**src/rtl/change_gen_pkg.sv**
```systemverilog
// Shared definitions for the change generator: default widths, pattern
// mode codes, LFSR taps and FSM state encoding.
package change_gen_pkg;

  // Default widths of the data word and of the word/transfer counters
  localparam int DATA_W_DEF = 12;
  localparam int CNT_W_DEF  = 5;

  // Pattern selectors; code 3 is not listed and falls back to increment
  localparam logic [1:0] MODE_INC  = 2'd0;
  localparam logic [1:0] MODE_LFSR = 2'd1;
  localparam logic [1:0] MODE_WALK = 2'd2;

  // Right-shifting Galois taps for x^12 + x^11 + x^10 + x^4 + 1
  localparam logic [11:0] LFSR_TAPS = 12'hE08;

  // Burst controller states
  typedef enum logic [1:0] {
    ST_IDLE = 2'd0,
    ST_SEND = 2'd1,
    ST_DONE = 2'd2
  } state_t;

endpackage

```
**src/rtl/change_gen_next.sv**
```systemverilog
// Combinational next-word function. Every mode is built so that the result
// never equals the current word, which keeps consecutive emitted words
// distinct and lets a change counter at the sink count words exactly.
module change_gen_next
  import change_gen_pkg::*;
#(
  parameter int DATA_W = DATA_W_DEF
) (
  input  logic [DATA_W-1:0] cur,
  input  logic [1:0]        mode,
  output logic [DATA_W-1:0] nxt
);

  logic [DATA_W-1:0] inc_word;
  logic [DATA_W-1:0] rot_word;
  logic [DATA_W-1:0] lfsr_word;
  logic              cur_zero;

  // Candidate words for every mode, then the mode select with the escapes
  // out of the states where a pattern would otherwise lock up or repeat:
  // zero is a fixed point of both the LFSR and the rotate, and all-ones is
  // a fixed point of the rotate, so those step to a different word instead.
  always_comb begin
    inc_word  = cur + DATA_W'(1);
    rot_word  = {cur[DATA_W-2:0], cur[DATA_W-1]};
    lfsr_word = (cur >> 1) ^ (cur[0] ? DATA_W'(LFSR_TAPS) : '0);
    cur_zero  = (cur == '0);
    nxt       = inc_word;

    case (mode)
      MODE_LFSR: begin
        if (cur_zero) nxt = DATA_W'(1);
        else          nxt = lfsr_word;
      end
      MODE_WALK: begin
        if (cur_zero)              nxt = DATA_W'(1);
        else if (rot_word == cur)  nxt = inc_word;
        else                       nxt = rot_word;
      end
      default: nxt = inc_word;
    endcase
  end

endmodule

```
**src/rtl/change_generator.sv**
```systemverilog
// Burst word generator: on start, emits num_words words on a valid/ready
// interface, each different from the one before, then pulses done.
module change_generator
  import change_gen_pkg::*;
#(
  parameter int DATA_W = DATA_W_DEF,
  parameter int CNT_W  = CNT_W_DEF
) (
  input  logic              clk,
  input  logic              reset,
  input  logic              start,
  input  logic [CNT_W-1:0]  num_words,
  input  logic [DATA_W-1:0] seed,
  input  logic [1:0]        mode,
  input  logic              ready,
  output logic [DATA_W-1:0] data_out,
  output logic              valid,
  output logic              busy,
  output logic              done,
  output logic [CNT_W-1:0]  sent
);

  state_t            state;
  state_t            state_next;
  logic [CNT_W-1:0]  count_q;
  logic [1:0]        mode_q;
  logic [DATA_W-1:0] data_q;
  logic [CNT_W-1:0]  sent_q;
  logic [DATA_W-1:0] next_word;
  logic [DATA_W-1:0] first_word;
  logic              transfer;
  logic              last_transfer;
  logic              capture;
  logic              load_first;
  logic              advance;

  change_gen_next #(
    .DATA_W (DATA_W)
  ) u_next (
    .cur  (data_q),
    .mode (mode_q),
    .nxt  (next_word)
  );

  // The first word must also differ from whatever is already on data_out,
  // so a seed equal to the current word is bumped by one.
  always_comb begin
    first_word    = (seed == data_q) ? seed + DATA_W'(1) : seed;
    transfer      = (state == ST_SEND) && ready;
    last_transfer = transfer && ((sent_q + CNT_W'(1)) == count_q);
  end

  // Next-state and output decode; start only matters in IDLE
  always_comb begin
    state_next = state;
    capture    = 1'b0;
    load_first = 1'b0;
    advance    = 1'b0;
    valid      = 1'b0;
    busy       = 1'b0;
    done       = 1'b0;

    case (state)
      ST_IDLE: begin
        if (start) begin
          capture = 1'b1;
          if (num_words == '0) begin
            state_next = ST_DONE;
          end else begin
            state_next = ST_SEND;
            load_first = 1'b1;
          end
        end
      end
      ST_SEND: begin
        valid = 1'b1;
        busy  = 1'b1;
        if (last_transfer)  state_next = ST_DONE;
        else if (transfer)  advance    = 1'b1;
      end
      ST_DONE: begin
        done       = 1'b1;
        state_next = ST_IDLE;
      end
      default: state_next = ST_IDLE;
    endcase
  end

  // State register; reset aborts any burst without a done pulse
  always_ff @(posedge clk) begin
    if (!reset) state <= ST_IDLE;
    else        state <= state_next;
  end

  // Burst parameters latched with an accepted start
  always_ff @(posedge clk) begin
    if (!reset) begin
      count_q <= '0;
      mode_q  <= MODE_INC;
    end else if (capture) begin
      count_q <= num_words;
      mode_q  <= mode;
    end
  end

  // Output word only moves on the first-word load or on a non-final transfer
  always_ff @(posedge clk) begin
    if (!reset)          data_q <= '0;
    else if (load_first) data_q <= first_word;
    else if (advance)    data_q <= next_word;
  end

  // Transfer counter, cleared by a new start and held after the burst
  always_ff @(posedge clk) begin
    if (!reset)        sent_q <= '0;
    else if (capture)  sent_q <= '0;
    else if (transfer) sent_q <= sent_q + CNT_W'(1);
  end

  assign data_out = data_q;
  assign sent     = sent_q;

endmodule

```
**config.mk**
```make
export PLATFORM = sky130hd
export DESIGN_NAME = change_generator
export DESIGN_NICKNAME = d
export VERILOG_FILES = /design/src/rtl/change_gen_pkg.sv /design/src/rtl/change_gen_next.sv /design/src/rtl/change_generator.sv
export SDC_FILE = /design/constraint.sdc
export NUM_CORES = 1
export LEC_CHECK = 0
export CAP_MARGIN = 15
export CORE_MARGIN = 10
export CORE_UTILIZATION = 25
export CTS_BUF_LIST = sky130_fd_sc_hd__clkbuf_4 sky130_fd_sc_hd__clkbuf_8 sky130_fd_sc_hd__clkbuf_16
export CTS_CLUSTER_DIAMETER = 30
export DETAILED_ROUTE_END_ITERATION = 8
export PLACE_DENSITY = 0.54
export SYNTH_ARGS = -nofsm -noshare
export SYNTH_HDL_FRONTEND = slang
export SYNTH_SLANG_ARGS = --single-unit
export TNS_END_PERCENT = 30
```
**constraint.sdc**
```tcl
create_clock -name clk -period 5.1 [get_ports clk]
set_clock_uncertainty 0.1 [all_clocks]
set_input_delay 1.275 -clock clk [delete_from_list [all_inputs] [get_ports clk]]
set_output_delay 1.275 -clock clk [all_outputs]
set_load 0.01 [all_outputs]
```
==> run_results.csv, run 1 <==
group,metric,value,unit
critical_path,cp-endpoint,"data_out[7]",
synth,synthTopCellsByCount,"nor2_1, dfxtp_1, nand2_1",
place,gp_congestion,0.892,
timing,tns,0,ns
timing,fmax,0.294,GHz
timing,fin_crit,3.40,ns
global_route,grt_overflow_total,0,
timing,finalSetupViolations,0,
route,drtPass1Iterations,4,
cells_and_area,fill_cells,1053,
worst_hold_path,hold_class,"flip-flop to flip-flop",
route,route.detailed.drc,0,
global_route,groute.usage.overall,10.6,%
synth,synth_edf_count,0,
place,dp_hpwl,5980,µm
synth,ys_seq_area_share,21.1,%
power,max-vdd-ir-drop,93.7,µV
clock_tree,cts_resized,0,
global_route,antenna_found_initial,0,
route,avgViaCountPerCell,4.99,
die,start_util,25.5,%
timing,final.period_utilization,66.6,%
synth,ys.flop_type,"dfxtp_1",
synth,synth_area_per_cell,7.88,µm²
clock_tree,clkTransAtPathRegs,0.09,ns
timing,rsz0062_at_grt,"false",
cells_and_area,antenna_cells,0,
synth,synth_warnings,0,
critical_path,r2r_setup_slack,1.87,ns
global_route,grt_pass1_vias,2427,
die,die-area,0.0142,mm²
synth,synth-async-reset-ratio,0,%
critical_path,r2r_start,"data_out[7]",
route,drtIter0Drc,120,
clock_tree,hold_buffers,0,
status,status,"complete, no violations",
clock_tree,cts_setup_buffers,0,
critical_path,critical_path_class,"primary input to flip-flop",
route,ant_nets,0,
synth,netlist.area_leader.share,21.1,%
job,cap_viol_max_count,0,
clock_tree,cts_max_path_buffers,2,
power,leakage,1.11,nW
timing,tightestPinTransition,0.659,ns
power,finalPower,721,µW
critical_path,critPathLaunchType,"primary input",
synth,yosys-top-cells-area,"dfxtp_1, ha_1, xnor2_1",
die,ios,43,
clock_tree,cts_tree,"yes",
cells_and_area,nets,390,
synth,syn_nets,356,
clock_tree,clk_latency,0.27,ns
synth,ys_seq_elements,26,
clock_tree,root_buffer,"clkbuf_8",
die,die_y,119,µm
die,row_count,36,
critical_path,crit_path_start,"seed[5]",
synth,ys_types,57,
critical_path,cp_max_fo,5,
synth,synth_most_common_cell,"nor2_1",
cells_and_area,syn_to_final_growth,24.3,%
cells_and_area,final-seq-area,520,µm²
global_route,grt_pass1_wl,12700,µm
critical_path,endpoint_kind,"flip-flop",
clock_tree,tritoncts.num_buffers,3,
synth,synth_top_area_cell,"dfxtp_1",
clock_tree,htree_levels,1,
route,vias,2392,
timing,drv_slew,0,
place,port_buffers,42,
cells_and_area,drive_gt1_share,3.76,%
die,die_width,119,µm
cells_and_area,multi_input_area,0.00178,mm²
synth,netlist_instances,313,
synth,synth_area,0.00247,mm²
critical_path,cp.required,5.21,ns
power,power.density,235,mW/mm²
critical_path,crit_arrival,3.51,ns
die,core,0.00968,mm²
critical_path,reg2reg_depth,8,
global_route,grt_max_degree,16,
timing,hold_viol,0,
clock_tree,clock-sinks,26,
route,totalWireLength,7540,µm
critical_path,rr_endpoint,"data_out[8]",
route,wire_per_inst,15.7,µm
timing,slew_headroom,55.8,%
-- sequential cells by signal, summed over array words and instances (netlist names) --
name / flops
mode_q: 2
count_q: 5
data_out: 12
sent: 5
state: 2
-- power by group --
part	switching, mW	total (mW)	internal, mW
Clock	0.0667	0.172	0.105
Combinational	0.160	0.288	0.127
Sequential	0.0409	0.262	0.221
Total	0.268	0.721	0.453
-- worst max-delay path, cell delays in order --
cell	delay (ns)
clkdlybuf4s50_1	0.52
xor2_1	0.21
nor4_4	0.43
nand3_2	0.17
or4_1	0.54
a32oi_1	0.23
o2bb2ai_1	0.13
-- stage by stage --
| stage | util [%] | setup WS (ns) | cell area, µm² | hold WS, ns | cells |
|---|---|---|---|---|---|
| after global placement | 30.9 | 1.44 | 3000 | 0.373 | 475 |
| after detailed placement | 30.9 | 1.44 | 3000 | 0.373 | 475 |
| after CTS | 31.7 | 1.71 | 3070 | 0.387 | 479 |
| after floorplan | - | 2.16 | 2470 | 0.339 | 313 |
| final | 31.7 | 1.70 | 3070 | 0.383 | 479 |
| after global routing | 31.7 | 1.54 | 3070 | 0.442 | 479 |
-- area by class of cell --
type / count / share of cell area, %
tap: 133 / 5.42
clock buffer: 3 / 1.35
multi-input combinational: 248 / 58.2
sequential: 26 / 17.0
timing repair buffer: 44 / 14.2
clock inverter: 1 / 0.979
inverter: 24 / 2.94
-- kinds of logic (layout without fill, tap and decap cells) --
logic type,count (synthesis),count (layout),share of synthesized area (%)
buf+inv,39,72,6.59
fa+ha+maj,20,20,10.1
flops,26,26,21.1
simple gates,107,107,23.2
compound gates,71,71,20.7
xor+xnor,41,41,14.6
mux,9,9,3.75
-- cell usage in the layout (no fill, tap or decap), types with 4 or more instances in the layout --
master and n:
a21oi_1 12, mux2i_1 7, nor2_1 28, xor2_1 19, nor3_1 8, a221oi_1 4
nand4_1 11, inv_1 24, a211oi_1 6, dfxtp_1 26, clkdlybuf4s50_1 42, nand3_1 11
o21ai_0 10, o22ai_1 5, xnor2_1 22, ha_1 20, nand2_1 26
-- how the worst min path moves through the flow --
| stage | startpoint | endpoint | cells past startpoint |
|---|---|---|---|
| global route | state[1] | state[1] | 1 |
| finish | state[1] | state[1] | 1 |
| floorplan | state[1] | state[1] | 1 |
| CTS | state[1] | state[1] | 1 |
| detailed placement | state[1] | state[1] | 1 |
| global placement | state[1] | state[1] | 1 |
-- layer usage --
layer	vias up	routed length (µm)	track usage, %
li1	1205	-	-
met2	64	3690	18.5
met1	1117	3470	13.5
met5	-	0	0
met4	0	84	2.87
met3	6	297	1.04
Note: power is estimated with default switching activity, not from simulation.
==> inputs of run 2 (changes only) <==
--- a/config.mk
+++ b/config.mk
@@ -11,7 +11,7 @@
 export CTS_BUF_LIST = sky130_fd_sc_hd__clkbuf_4 sky130_fd_sc_hd__clkbuf_8 sky130_fd_sc_hd__clkbuf_16
 export CTS_CLUSTER_DIAMETER = 30
 export DETAILED_ROUTE_END_ITERATION = 8
-export PLACE_DENSITY = 0.54
+export PLACE_DENSITY = 0.55
 export SYNTH_ARGS = -nofsm -noshare
 export SYNTH_HDL_FRONTEND = slang
 export SYNTH_SLANG_ARGS = --single-unit
==> constraint.sdc (replaced) <==
create_clock -name clk -period 2.8 [get_ports clk]
set_clock_uncertainty 0.1 [all_clocks]
set_input_delay 0.7 -clock clk [delete_from_list [all_inputs] [get_ports clk]]
set_output_delay 0.7 -clock clk [all_outputs]
set_load 0.01 [all_outputs]
==> run 2 against run 1 <==
  * Critical path depth increased by 3
  * Largest power group unchanged
  * Clock-buffer cell count stayed put
  * Hold slack got worse by 0.0073 ns
  * Register-to-register slack got worse by 1.8 ns
==> run_results.csv, run 2 (synthesis results as in run 1) <==
group,metric,value,unit
job,cap_viol_max_count,0,
worst_hold_path,hold_start,"state[1]",
die,die_y,119,µm
global_route,grt_pass1_vias,2605,
critical_path,r2r_setup_slack,0.12,ns
route,wire_per_inst,15.3,µm
cells_and_area,drive_gt1_share,15.4,%
cells_and_area,final_cell_mix,"buf_4, clkdlybuf4s50_1, nor2_1, nand2_1, dfxtp_1",
status,status,"complete, no violations",
clock_tree,cts_max_path_buffers,2,
clock_tree,cts_tree,"yes",
critical_path,crit_buf_inv,3,
critical_path,cp.required,2.86,ns
critical_path,crit_arrival,2.74,ns
clock_tree,htree_levels,1,
critical_path,critical_path_class,"flip-flop to flip-flop",
die,die-area,0.0142,mm²
place,port_buffers,42,
die,core,0.00968,mm²
timing,slew_headroom,65.8,%
cells_and_area,layout_commonest_cell,"buf_4",
critical_path,cp_max_fo,6,
timing,whs,0.376,ns
cells_and_area,final-seq-area,522,µm²
timing,rsz0062_at_grt,"false",
cells_and_area,fill_cells,1019,
critical_path,crit_chain,"inv_1 > ha_1 > nor4_1 > buf_4 > and4_1 > buf_4 > nand3_1 > a32o_1 > a211oi_2 > a2111oi_2",
critical_path,critPathTopFamily,"compound AO/OA/AOI/OAI gates",
die,ios,43,
timing,finalSetupViolations,0,
clock_tree,hold_buffers,0,
place,preCtsSetupSlack,-0.0980,ns
place,gp_congestion,0.946,
cells_and_area,fin_cells,523,
global_route,grt_pass1_wl,13300,µm
critical_path,slowest_stage,"dfxtp_2",
clock_tree,root_buffer,"clkbuf_8",
critical_path,critPathLaunchType,"flip-flop",
cells_and_area,antenna_cells,0,
global_route,grt_max_degree,16,
critical_path,reg2reg_depth,10,
route,vias,2563,
critical_path,max_stage_delay,0.41,ns
route,drtPass1Iterations,5,
clock_tree,clkTransAtPathRegs,0.10,ns
power,leakage,1.34,nW
die,start_util,25.5,%
timing,tns,0,ns
timing,hold_viol,0,
cells_and_area,fin_area,0.00342,mm²
die,die_width,119,µm
timing,fmax,0.373,GHz
clock_tree,clock-sinks,26,
clock_tree,tritoncts.num_buffers,3,
route,drtIter0Drc,187,
cells_and_area,utilization,35.3,%
timing,fin_crit,2.68,ns
worst_hold_path,hold_path_end,"state[1]",
cells_and_area,nets,434,
die,row_count,36,
timing,final.period_utilization,95.8,%
route,ant_nets,0,
global_route,groute.usage.overall,11.2,%
critical_path,path_common_cell,"buf_4",
place,placed_area,0.00334,mm²
place,place_inst,519,
route,totalWireLength,8000,µm
worst_hold_path,hold_class,"flip-flop to flip-flop",
route,avgViaCountPerCell,4.90,
power,power.density,421,mW/mm²
global_route,grt_overflow_total,0,
clock_tree,clk_latency,0.28,ns
route,route.detailed.drc,0,
critical_path,r2r_start,"data_out[5]",
worst_hold_path,hold_depth,1,
critical_path,crit_path_start,"data_out[5]",
power,finalPower,1.44,mW
cells_and_area,syn_to_final_growth,38.7,%
power,max-vdd-ir-drop,227,µV
timing,tightestPinTransition,0.510,ns
critical_path,endpoint_kind,"flip-flop",
clock_tree,cts_setup_buffers,0,
cells_and_area,largest_register_ffs,12,
cells_and_area,multi_input_area,0.00179,mm²
timing,drv_slew,0,
timing,setup_ws,0.118,ns
global_route,antenna_found_initial,0,
critical_path,rr_endpoint,"data_out[9]",
place,dp_hpwl,6650,µm
==> run 2: final cells by class <==
cell class              count  area share (%)
clock inverters             1           0.878
inverters                  24            2.63
repair buffers             88            22.7
flip-flops and latches     26            15.2
clock buffers               3            1.21
well taps                 133            4.86
multi-input cells         248            52.4
==> run 2: how the worst max path moves through the flow <==
stage,to,slack (ns),cells past startpoint
after floorplan,data_out[8],0.06,10
after global placement,data_out[9],-0.04,10
final,data_out[9],0.12,10
after global routing,data_out[9],0.02,10
after detailed placement,data_out[8],-0.1,8
after CTS,data_out[9],0.05,10
==> run 2: routing by layer <==
metal  wire length [µm]  vias up  global-route usage, %
li1                   -     1289                      -
met1               3840     1187                   14.8
met2               3740       76                   18.8
met3                289       11                  0.850
met4                128        0                   3.54
met5                  0        -                      0
==> run 2: power breakdown <==
part | internal, mW | leakage, nW | switching, mW
clock | 0.192 | 0.0357 | 0.130
combinational | 0.319 | 1.09 | 0.362
sequential | 0.403 | 0.214 | 0.0335
==> run 2: repair_timing <==
action | CTS | global route
setup endpoints to repair | 1 | 6
cloned | 0 | 0
resized for setup | 1 | 2
pin swaps | 0 | 0
